[src/rtl/cdm_pkg.sv]
// Shared definitions for the carry-disregard multiplier accumulation path.
package cdm_pkg;

  typedef enum logic [1:0] {
    IDLE = 2'd0,
    ACC  = 2'd1,
    DONE = 2'd2
  } acc_state_t;

  localparam int PROD_W    = 16;
  localparam int ACC_W_DEF = 24;

endpackage

[src/rtl/cdm_acc_add.sv]
// Accumulator adder with carry-out; wraps by default, clamps when ACC_SATURATE_EN is defined.
module cdm_acc_add
  import cdm_pkg::*;
#(
  parameter int ACC_W = ACC_W_DEF
) (
  input  logic [ACC_W-1:0]  acc_in,
  input  logic [PROD_W-1:0] prod,
  output logic [ACC_W-1:0]  sum_out,
  output logic              carry_out
);

  logic [ACC_W:0] full_sum;

  assign full_sum  = {1'b0, acc_in} + {{(ACC_W + 1 - PROD_W){1'b0}}, prod};
  assign carry_out = full_sum[ACC_W];

`ifdef ACC_SATURATE_EN
  // A clamped all-ones accumulator carries again on any nonzero beat, so it stays clamped.
  assign sum_out = carry_out ? {ACC_W{1'b1}} : full_sum[ACC_W-1:0];
`else
  assign sum_out = full_sum[ACC_W-1:0];
`endif

endmodule

[src/rtl/cdm8_acc_stage.sv]
// Dot-product accumulation stage for the 8x8 approximate multiplier's products.
// Optional macro ACC_SATURATE_EN selects clamping instead of wrapping on overflow.
module cdm8_acc_stage
  import cdm_pkg::*;
#(
  parameter  int ACC_W = ACC_W_DEF,
  parameter  int LEN   = 16,
  localparam int CNT_W = $clog2(LEN + 1)
) (
  input  logic              clk,
  input  logic              rst,
  input  logic              p_valid,
  output logic              p_ready,
  input  logic [PROD_W-1:0] p_data,
  input  logic              p_last,
  output logic              acc_valid,
  input  logic              acc_ready,
  output logic [ACC_W-1:0]  acc_data,
  output logic [CNT_W-1:0]  acc_count,
  output logic              acc_ovf
);

  acc_state_t       state;
  logic             beat;
  logic [CNT_W-1:0] next_count;
  logic             close_by_len;
  logic [ACC_W-1:0] add_sum;
  logic             add_carry;

  assign p_ready      = (state != DONE);
  assign acc_valid    = (state == DONE);
  assign beat         = p_valid && p_ready;
  assign next_count   = acc_count + 1'b1;
  assign close_by_len = (next_count == CNT_W'(LEN));

  cdm_acc_add #(
    .ACC_W(ACC_W)
  ) u_add (
    .acc_in   (acc_data),
    .prod     (p_data),
    .sum_out  (add_sum),
    .carry_out(add_carry)
  );

  // The first beat of a vector loads rather than adds, so IDLE never needs a clearing cycle.
  always_ff @(posedge clk or posedge rst) begin
    if (rst) begin
      state     <= IDLE;
      acc_data  <= '0;
      acc_count <= '0;
      acc_ovf   <= 1'b0;
    end else begin
      case (state)
        IDLE: begin
          if (beat) begin
            acc_data  <= {{(ACC_W - PROD_W){1'b0}}, p_data};
            acc_count <= CNT_W'(1);
            acc_ovf   <= 1'b0;
            state     <= p_last ? DONE : ACC;
          end
        end
        ACC: begin
          if (beat) begin
            acc_data  <= add_sum;
            acc_count <= next_count;
            acc_ovf   <= acc_ovf | add_carry;
            if (p_last || close_by_len) begin
              state <= DONE;
            end
          end
        end
        DONE: begin
          if (acc_ready) begin
            state     <= IDLE;
            acc_data  <= '0;
            acc_count <= '0;
            acc_ovf   <= 1'b0;
          end
        end
        default: state <= IDLE;
      endcase
    end
  end

endmodule

[config.mk]
export PLATFORM = sky130hd
export DESIGN_NAME = cdm8_acc_stage
export DESIGN_NICKNAME = d
export VERILOG_FILES = /design/src/rtl/cdm_pkg.sv /design/src/rtl/cdm_acc_add.sv /design/src/rtl/cdm8_acc_stage.sv
export SDC_FILE = /design/constraint.sdc
export NUM_CORES = 1
export LEC_CHECK = 0
export BUFFER_PORTS_ARGS = -buffer_cell sky130_fd_sc_hd__buf_4
export CORE_MARGIN = 8
export CORE_UTILIZATION = 50
export DETAILED_ROUTE_END_ITERATION = 7
export GPL_ROUTABILITY_DRIVEN = 0
export PLACE_DENSITY = 0.88
export SLEW_MARGIN = 20
export SYNTH_ARGS = -nofsm -noshare
export SYNTH_HDL_FRONTEND = slang
export SYNTH_SLANG_ARGS = --single-unit
export TNS_END_PERCENT = 20
[constraint.sdc]
create_clock -name clk -period 2.18 [get_ports clk]
set_input_delay 0.327 -clock clk [delete_from_list [all_inputs] [get_ports clk]]
set_output_delay 0.327 -clock clk [all_outputs]
set_load 0.01 [all_outputs]
Word-level counts from Yosys, hierarchy flattened
Cells that the tools add are included.
- add/subtract/negate cells: 2
- mux-type cells: 18
- equal/unequal tests: 8
- reduce and logical (&&, ||, !) cells: 6
- bitwise operators: 1
- operator list (kind ; count):
    two-way mux 24 bit ; 3
    case mux 24 bit (3 select lines) ; 1
    adder 24 x 16 -> 25 bit ; 1
    two-way mux 5 bit ; 3
    case mux 5 bit (3 select lines) ; 1
    two-way mux 2 bit ; 5
    != test 2 bit (second input constant) ; 4
    AND reduction 4 bit ; 2
    case mux 2 bit (3 select lines) ; 1
    adder 5 x 1 -> 5 bit (second input constant) ; 1
    equality test 5 bit (second input constant) ; 1
    two-way mux 1 bit ; 3
    case mux 1 bit (3 select lines) ; 1
    nonzero test 3 bit ; 1
    equality test 2 x 1 -> 1 bit (second input constant) ; 1
    equality test 2 bit (second input constant) ; 1
    zero test 2 bit ; 1
    != test 2 x 1 -> 1 bit (second input constant) ; 1
    logical AND 1 bit ; 1
    logical OR 1 bit ; 1
    bitwise OR 1 bit ; 1
- word-level logic and storage cells: 39
- bits of input ports: 21
- output and inout bits: 32
- register bits after elaboration: 32

Depth between registers and ports, before layout
Gate-level depths: netlist (run 1).
- word-level depth: 6
- mapped depth: 10
- mapped depth without buffers: 9

Cells and area by module
From an unflattened synthesis (run 1), not the netlist that was laid out.
- cells, all modules: 301
- area, all modules: 2563.7 um^2
- modules (own cells, without submodules) (module ; area each (um^2) ; seq. area each (um^2) ; cells an instance ; times used):
    cdm8_acc_stage ; 1587.8 ; 800.8 ; 170 ; 1
    cdm_acc_add ; 975.9 ; 0.0 ; 131 ; 1

Worst setup path before layout (run 1)
OpenSTA, ideal clock, no wires.
- path type: register to register
- from: register acc_data[0]
- to: register acc_data[20]
- library setup time: 120 ps
- setup slack: -288 ps
- arrival: 2348 ps
- required time: 2060 ps
- cell stages (with the launch flop): 10
- clock period less this slack: 2468 ps
- buffers on the path: 0
- cells stage by stage: dfrtp_1 > ha_1 > fa_1 > a21o_1 > a221oi_2 > a21oi_2 > a31oi_4 > nor2_2 > a32o_1 > a31o_1
- word-level cells in the longest chain between the ends: 3
- ends and longest elaborated chain (element ; RTL line ; source):
    from (decl) ; cdm8_acc_stage.sv:18 ; output logic [ACC_W-1:0] acc_data,
    from (signal assigned) ; cdm8_acc_stage.sv:56 ; acc_data <= {{(ACC_W - PROD_W){1'b0}}, p_data};
    from (signal assigned) ; cdm8_acc_stage.sv:64 ; acc_data <= add_sum;
    adder 24 x 16 -> 25 bit ; cdm_acc_add.sv:15 ; assign full_sum = {1'b0, acc_in} + {{(ACC_W + 1 - PROD_W){1'b0}}, prod};
    two-way mux 24 bit ; cdm8_acc_stage.sv:63 ; if (beat) begin
    case mux 24 bit (3 select lines) ; cdm8_acc_stage.sv:53 ; case (state)
No other way between the ends. The select of a mux whose other input is x is not followed.
A chain may end at the register's enable or synchronous reset.

Worst setup path in the final report (run 1)
Ends and elaborated chain as after synthesis.

==> results of run 1 <==
-- critical path: stages, from the launching register on --
cell and delay (ns):
dfrtp_1 0.39, ha_2 0.19, fa_2 0.34, a21o_1 0.21, a221oi_4 0.36, a21oi_2 0.13, a31oi_4 0.22, nor2_2 0.09
a32o_1 0.25, a31o_1 0.18
-- layout make-up --
class	instances	area (um^2)
multi-input combinational	242	1770
tap	67	83.83
clock buffer	6	72.57
clock inverter	2	35.03
fill	299	1135
timing repair buffer	105	804.5
sequential	32	800.8
inverter	14	52.55
-- Yosys cell counts, types with 2 or more instances --
library cell  number  area, um^2
nand3_1           12       60.06
or3_1              3       18.77
a31oi_1            6       37.54
nor3_1             7       35.03
a21o_1             9       67.56
nand2_1           27       101.4
a221oi_1          11       96.34
inv_1             14       52.55
a21oi_1           21       105.1
and3_4             2       22.52
xor2_1             5       43.79
and3_1             4       25.02
o21bai_1           3       22.52
or4_1              2       15.01
a32o_1             2       20.02
nor2_1            38       142.6
nor3b_1            2       15.01
nand4_1            3       18.77
a41oi_1            3       26.28
clkbuf_1          10       37.54
xnor2_1            6       52.55
ha_1              22       275.3
o211ai_1           3       22.52
dfrtp_1           32       800.8
o21ai_0           22       110.1
mux2i_1            2       20.02
-- what timing repair did --
action,in CTS,in global routing
setup endpoints to repair,13,21
setup buffers,0,7
pin swaps,10,17
resized for setup,12,21
-- how the worst min path moves through the flow --
stage	endpoint	from	cells after the start
floorplan	acc_count[0]	rst	1
global placement	acc_data[3]	rst	3
detailed placement	acc_data[3]	rst	3
CTS	acc_count[2]	rst	3
global route	acc_ovf	rst	3
finish	acc_data[4]	rst	3
-- power by group through the flow --
stage	clock, mW	combinational (mW)	sequential, mW
after floorplan	0	1.95	1.03
after global placement	0	3.35	0.948
after detailed placement	0	3.49	0.956
after CTS	0.582	3.67	0.955
after global routing	0.623	4.53	0.985
final	0.600	4.29	0.963
-- kinds of logic (layout without fill, tap and decap cells) --
family	Yosys count	count (layout)	synth area share
xor+xnor	11	11	0.03867
compound gates	94	94	0.2597
fa+ha+maj	23	23	0.1185
mux	2	2	0.008036
buf+inv	24	127	0.03616
simple gates	112	112	0.2175
flops	32	32	0.3214
-- stage by stage --
step / setup slack, ns / std cells / TNS [ns]
2_1_floorplan: -0.2474 / 298 / -0.7037
3_3_place_gp: -0.2831 / 453 / -2.382
3_5_place_dp: -0.3617 / 453 / -3.314
4_1_cts: -0.1789 / 461 / -1.047
5_1_grt: -0.3529 / 468 / -3.364
6_report: -0.2895 / 468 / -2.047
-- state kept, by name, summed over array words and instances (netlist names) --
register and count:
acc_count 5, acc_data 24, acc_ovf 1, state 2
-- metal layers --
layer  vias up  GRT usage  share of wire  routed length, um
met2       287     0.4118           0.47               4669
li1       1306          -              -                  -
met1      1403     0.2487           0.35               3476
met5         -          0              0                  0
met4         0     0.1549          0.070                692
met3        90    0.05577           0.11               1061
==> Implementation_results.wiki, run 1 <==
{| class="wikitable"
! Metric !! Value
|-
| Post-detailed-placement cell area || 3291 um^2
|-
| Smallest hold slack || approximately 0.12 ns
|-
| Per-cell routed wire length || ~21 um
|-
| Critical path data required time || about 2.4 ns
|-
| Area of the mapped netlist || ~2500 um^2
|-
| Failing checks || negative setup slack
|-
| Detailed-route via count || between 3000 and 4000
|-
| Height of the die || 86.59 um
|-
| Switching fraction of total power || 0.4831
|-
| Setup slack of the critical path after layout || -0.2895 ns
|-
| Setup repair after global routing missed its margin || yes
|-
| Post-route cell area || approximately 3600 um^2
|-
| Worst-Skew Late Latency || 0.30 ns
|-
| Clock Skew || 0.01406 ns
|-
| Reg2reg setup slack || -0.29 ns
|-
| Clock buffer count from CTS || 5
|-
| Post-DP HPWL || approximately 5500 um
|-
| Fraction of the cycle the final worst path needs || 1.133
|-
| Starting density of the core || 0.5239
|-
| Total overflow reported by the global router || 0
|-
| Tot Pwr || slightly below 6 mW
|-
| Psw || roughly 2.8 mW
|-
| Worst slew margin || 0.7020
|-
| Std cell rows || 25
|-
| Net count of the finished layout || between 400 and 500
|-
| Hold Crit Class || in -> async
|-
| Chip Width || 86.59 um
|-
| Worst setup path startpoint || acc_data[0]
|-
| Hold bufs inserted after CTS || 0
|-
| Placeable Area || ~4800 um^2
|-
| Beginning of the worst register-to-register path || acc_data[0]
|-
| Register clock-pin slew on the reported worst setup and hold paths || about 0.07 ns
|-
| Area growth from synthesis to layout || 45.30%
|-
| Core Util, Final || 0.7613
|-
| TritonCTS clock tree || yes
|-
| Run status || complete, but fails checks
|-
| Slew @ Worst Pin || 0.4470 ns
|-
| Ratio of total power to cell area || approximately 1600 nW/um^2
|-
| Distinct cell type count after synthesis || 53
|-
| Endpoint of the worst register-to-register path || acc_data[20]
|-
| Maximum clock insertion buffer count || 2
|-
| Depth of the most critical reg-to-reg path || 9
|-
| Global router's overall resource usage || 0.2364
|-
| Critical Path Source Type || flip-flop
|-
| CP Capture Type || flip-flop
|-
| Warnings, synthesis || 0
|-
| Maximum number of pins on one net before global-route repair || 33
|-
| First-pass iteration count of the detailed router || 7
|-
| Internal power || 3.026 mW
|-
| Reported max-cap violation count || 0
|-
| Minimum period implied by the final worst setup slack || around 2.5 ns
|-
| Most common cell after layout, fill and taps aside || buf_4
|-
| Synthesized area per cell || around 8.4 um^2
|-
| Setup-violating endpoint count in the final report || 16
|-
| Sequential share of the synthesized area || 0.3214
|-
| Count of final max-slew check failures || 0
|-
| Fraction of power consumed by combinational cells || 0.733
|-
| IO Port Bufs || 52
|-
| Arrival time at the worst endpoint || roughly 2.7 ns
|-
| Total length of routed wires || roughly 9900 um
|-
| Clock group share of total power || 0.102
|-
| Residual antenna-violating net count after detailed routing || 0
|-
| Depth of the CTS H-tree || 2
|-
| Via count normalized by instance count || between 6 and 7
|-
| Antenna fix cells || 0
|-
| Total nets after synthesis || around 340
|-
| Path type of the worst setup path || reg -> reg
|-
| Initial antenna violation count || 0
|-
| Flip-flop cell with the highest count after synthesis || dfrtp_1
|-
| Initial drt markers || approximately 470
|-
| Io pins || between 50 and 60
|-
| Timing endpoint of the critical path || acc_data[20]
|-
| Vias in the first global route || around 3000
|-
| Worst-path fanout max || 3
|-
| Final hold violation count || 0
|-
| CTS root buf || clkbuf_8
|-
| Area of the die || ~7500 um^2
|-
| Residual DRC || 0
|-
| Maximum clock frequency || about 400 MHz
|-
| Part of the total power dissipated in sequential elements || 0.164
|-
| Clock tree sinks || 32
|-
| Static Leakage || 1.766 nW
|-
| Post-synth EDFFs || 0
|-
| Most frequent cells in the layout || 103 x buf_4, 37 x nor2_1, 32 x dfrtp_1, 27 x nand2_1, 20 x ha_1
|-
| Syn Inst Count || a little under 300
|-
| First-pass GRT wire length || between 10000 and 15000 um
|-
| Async set-reset flop share out of synthesis || 1.000
|-
| Worst IR Drop VDD || roughly 790 uV
|-
| Share of final-layout standard cells stronger than drive strength 1 || 0.3666
|-
| Count of state elements after synthesis || 32
|}
Note: power is estimated with default switching activity, not from simulation.
==> run 2, diff against run 1 <==
--- a/config.mk
+++ b/config.mk
@@ -6,8 +6,10 @@
 export NUM_CORES = 1
 export LEC_CHECK = 0
 export BUFFER_PORTS_ARGS = -buffer_cell sky130_fd_sc_hd__buf_4
+export CELL_PAD_IN_SITES_DETAIL_PLACEMENT = 0
+export CELL_PAD_IN_SITES_GLOBAL_PLACEMENT = 1
 export CORE_MARGIN = 8
-export CORE_UTILIZATION = 50
+export CORE_UTILIZATION = 37
 export DETAILED_ROUTE_END_ITERATION = 7
 export GPL_ROUTABILITY_DRIVEN = 0
 export PLACE_DENSITY = 0.88
==> run 2 against run 1 <==
Effect of this change: clock skew is 0.010 ns lower; die area is 28% higher; non-clock buffer count is 7 higher; critical endpoint unchanged; sequential share of layout area is 0.16 points lower; worst hold slack better by 0.016 ns; count of clock-buffer cells in the layout stayed put; the run still ends with negative setup slack left; combinational power is 8.2% lower; highest routed layer unchanged; final cell count is 4.1% higher; cell area is 0.73% higher; largest cell class unchanged; largest power group unchanged.
==> Implementation_results.wiki, run 2 (synthesis gave the netlist of run 1 again) <==
{| class="wikitable"
! Metric !! Value
|-
| GR Layer Usage met3 || 0.04481 (-0.01096)
|-
| Most flop-heavy register || acc_data
|-
| Io pins || 53 (unchanged)
|-
| Beginning of the worst register-to-register path || acc_data[0]
|-
| Clock buffer count from CTS || 5 (unchanged)
|-
| Setup-violating endpoint count in the final report || 10 (-6)
|-
| Worst IR Drop VDD || 733.5 uV (-7.5%)
|-
| Endpoint of the worst register-to-register path || acc_data[20]
|-
| Global router's overall resource usage || 0.1520 (-0.08433)
|-
| Worst slew margin || 0.7191 (+0.01704)
|-
| Starting density of the core || 0.3750 (-0.1490)
|-
| Placeable Area || 6644 um^2 (+40%)
|-
| Part of the total power dissipated in sequential elements || 0.181 (+0.017)
|-
| Antenna fix cells || 0 (unchanged)
|-
| Layout filler cell count || 624 (+110%)
|-
| Height of the die || 98.06 um (+13%)
|-
| Net count of the finished layout || 451 (+1.6%)
|-
| Chip Width || 98.06 um (+13%)
|-
| First-pass GRT wire length || 12370 um (-12%)
|-
| Post-route cell area || 3646 um^2 (+0.73%)
|-
| Regs by FF count || acc_data: 24 flops, acc_count: 5 flops, state: 2 flops
|-
| Initial antenna violation count || 0 (unchanged)
|-
| Clock tree sinks || 32 (unchanged)
|-
| TritonCTS clock tree || yes
|-
| Psw || 2.408 mW (-15%)
|-
| IO Port Bufs || 52 (unchanged)
|-
| Clock Skew || 0.003658 ns (-0.01040 ns)
|-
| Path type of the worst setup path || reg -> reg
|-
| Residual DRC || 0 (unchanged)
|-
| Depth of the CTS H-tree || 2 (unchanged)
|-
| Critical path data required time || 2.35 ns (-0.02 ns)
|-
| Routing layer with the top usage in global route || met2
|-
| Number of flip-flops in the largest register || 24 (unchanged)
|-
| Fraction of power consumed by combinational cells || 0.738 (+0.005)
|-
| Area growth from synthesis to layout || 46.36%
|-
| Vias in the first global route || 2581 (-14%)
|-
| Worst-path fanout max || 3 (unchanged)
|-
| Static Leakage || 1.762 nW (-0.23%)
|-
| Setup slack of the critical path after layout || -0.1696 ns (+0.1199 ns)
|-
| CP Capture Type || flip-flop
|-
| Final hold violation count || 0 (unchanged)
|-
| Reported max-cap violation count || 0 (unchanged)
|-
| Area of the die || 9615 um^2 (+28%)
|-
| Count of final max-slew check failures || 0 (unchanged)
|-
| Register clock-pin slew on the reported worst setup and hold paths || 0.07 ns (about the same)
|-
| Initial drt markers || 169 (-64%)
|-
| Internal power || 2.931 mW (-3.1%)
|-
| Clock group share of total power || 0.082 (-0.020)
|-
| Total length of routed wires || 7307 um (-26%)
|-
| Residual antenna-violating net count after detailed routing || 0 (unchanged)
|-
| CTS root buf || clkbuf_8
|-
| Most common cell after layout, fill and taps aside || buf_4
|-
| Maximum clock insertion buffer count || 2 (unchanged)
|-
| Most frequent cells in the layout || 112 x buf_4, 38 x nor2_1, 32 x dfrtp_1, 25 x nand2_1
|-
| Maximum number of pins on one net before global-route repair || 33 (unchanged)
|-
| First-pass iteration count of the detailed router || 4 (-3)
|-
| Hold Crit Class || in -> async
|-
| Depth of the most critical reg-to-reg path || 9 (unchanged)
|-
| Run status || complete, but fails checks
|-
| Std cell rows || 30 (+20%)
|-
| Failing checks || negative setup slack
|-
| Switching fraction of total power || 0.4511 (-0.03202)
|-
| Arrival time at the worst endpoint || 2.52 ns (-0.14 ns)
|-
| Met2 track demand over resource in global routing || 0.2524 (-0.1594)
|-
| Setup TNS || -0.9221 ns (+1.125 ns)
|-
| Ratio of total power to cell area || 1464 nW/um^2 (-9.5%)
|-
| Setup repair after global routing missed its margin || yes
|-
| Maximum clock frequency || 425.6 MHz (+5.1%)
|-
| Per-cell routed wire length || 15.00 um (-29%)
|-
| Worst setup path startpoint || acc_data[0]
|-
| Slew @ Worst Pin || 0.4214 ns (-0.02556 ns)
|-
| Post-DP HPWL || 5494 um (-0.99%)
|-
| Fraction of the cycle the final worst path needs || 1.078 (-0.05500)
|-
| Total overflow reported by the global router || 0 (unchanged)
|-
| Share of final-layout standard cells stronger than drive strength 1 || 0.3735 (+0.006881)
|-
| Reg2reg setup slack || -0.17 ns (+0.12 ns)
|-
| Worst-Skew Late Latency || 0.28 ns (-0.02 ns)
|-
| Detailed-route via count || 2604 (-16%)
|-
| Post-Place Worst Slack || -0.3589 ns (+0.002866 ns)
|-
| Critical Path Source Type || flip-flop
|-
| Post-detailed-placement cell area || 3377 um^2 (+2.6%)
|-
| GR Layer Usage met1 || 0.1892 (-0.05948)
|-
| Minimum period implied by the final worst setup slack || 2.350 ns (-0.1199 ns)
|-
| Via count normalized by instance count || 5.347 (-19%)
|}
## run 2: critical path, cell delays in order (launching register included)
cell      delay (ns)
dfrtp_1         0.41
ha_4            0.17
fa_2            0.34
a21o_1          0.21
a221oi_4        0.29
a21oi_2         0.12
a31oi_4         0.21
nor2_2          0.07
a32o_1          0.24
a31o_1          0.17
## run 2: cell type report
cell class / count / area [um^2] / share of cell area
Multi-Input combinational cell: 242 / 1774 / 0.4866
Timing Repair Buffer: 112 / 840.8 / 0.2306
Sequential cell: 32 / 800.8 / 0.2196
Tap cell: 80 / 100.1 / 0.02745
Clock buffer: 6 / 72.57 / 0.01990
Inverter: 14 / 52.55 / 0.01441
Clock inverter: 1 / 5.005 / 0.001373
## run 2: per-stage QoR
step | util | instances | power, mW | hold WS (ns)
6_report | 0.5488 | 487 | 5.339 | 0.1363
5_1_grt | 0.5488 | 487 | 5.815 | 0.1899
4_1_cts | 0.5322 | 485 | 5.151 | 0.1526
3_5_place_dp | 0.5083 | 477 | 4.501 | 0.4585
3_3_place_gp | 0.5083 | 477 | 4.437 | 0.4597
2_1_floorplan | - | 298 | 2.983 | 0.4432
## run 2: layer usage
layer	vias up	part of all wire
li1	1320	-
met1	1219	0.46
met2	55	0.47
met3	10	0.058
met4	0	0.0082
met5	-	0
## run 2: worst max path at each step
stage / to / slack, ns
after global routing: acc_data[20] / -0.26
after global placement: acc_data[14] / -0.30
after floorplan: acc_data[20] / -0.25
final: acc_data[20] / -0.17
after detailed placement: acc_data[14] / -0.36
after CTS: acc_data[20] / -0.18
## run 2: power by group through the flow
stage          logic [mW]  registers, mW  clock network [mW]
6_report             3.94          0.965               0.435
5_1_grt              4.34          0.991               0.480
4_1_cts              3.75          0.947               0.453
3_5_place_dp         3.55          0.953                   0
3_3_place_gp         3.49          0.944                   0
2_1_floorplan        1.95           1.03                   0
## run 2: what timing repair did
| action | in CTS | in global routing |
|---|---|---|
| hold buffers | 0 | 0 |
| pin swaps | 10 | 3 |
| setup endpoints to repair | 14 | 19 |
| setup buffers | 1 | 2 |
| resized for setup | 14 | 14 |
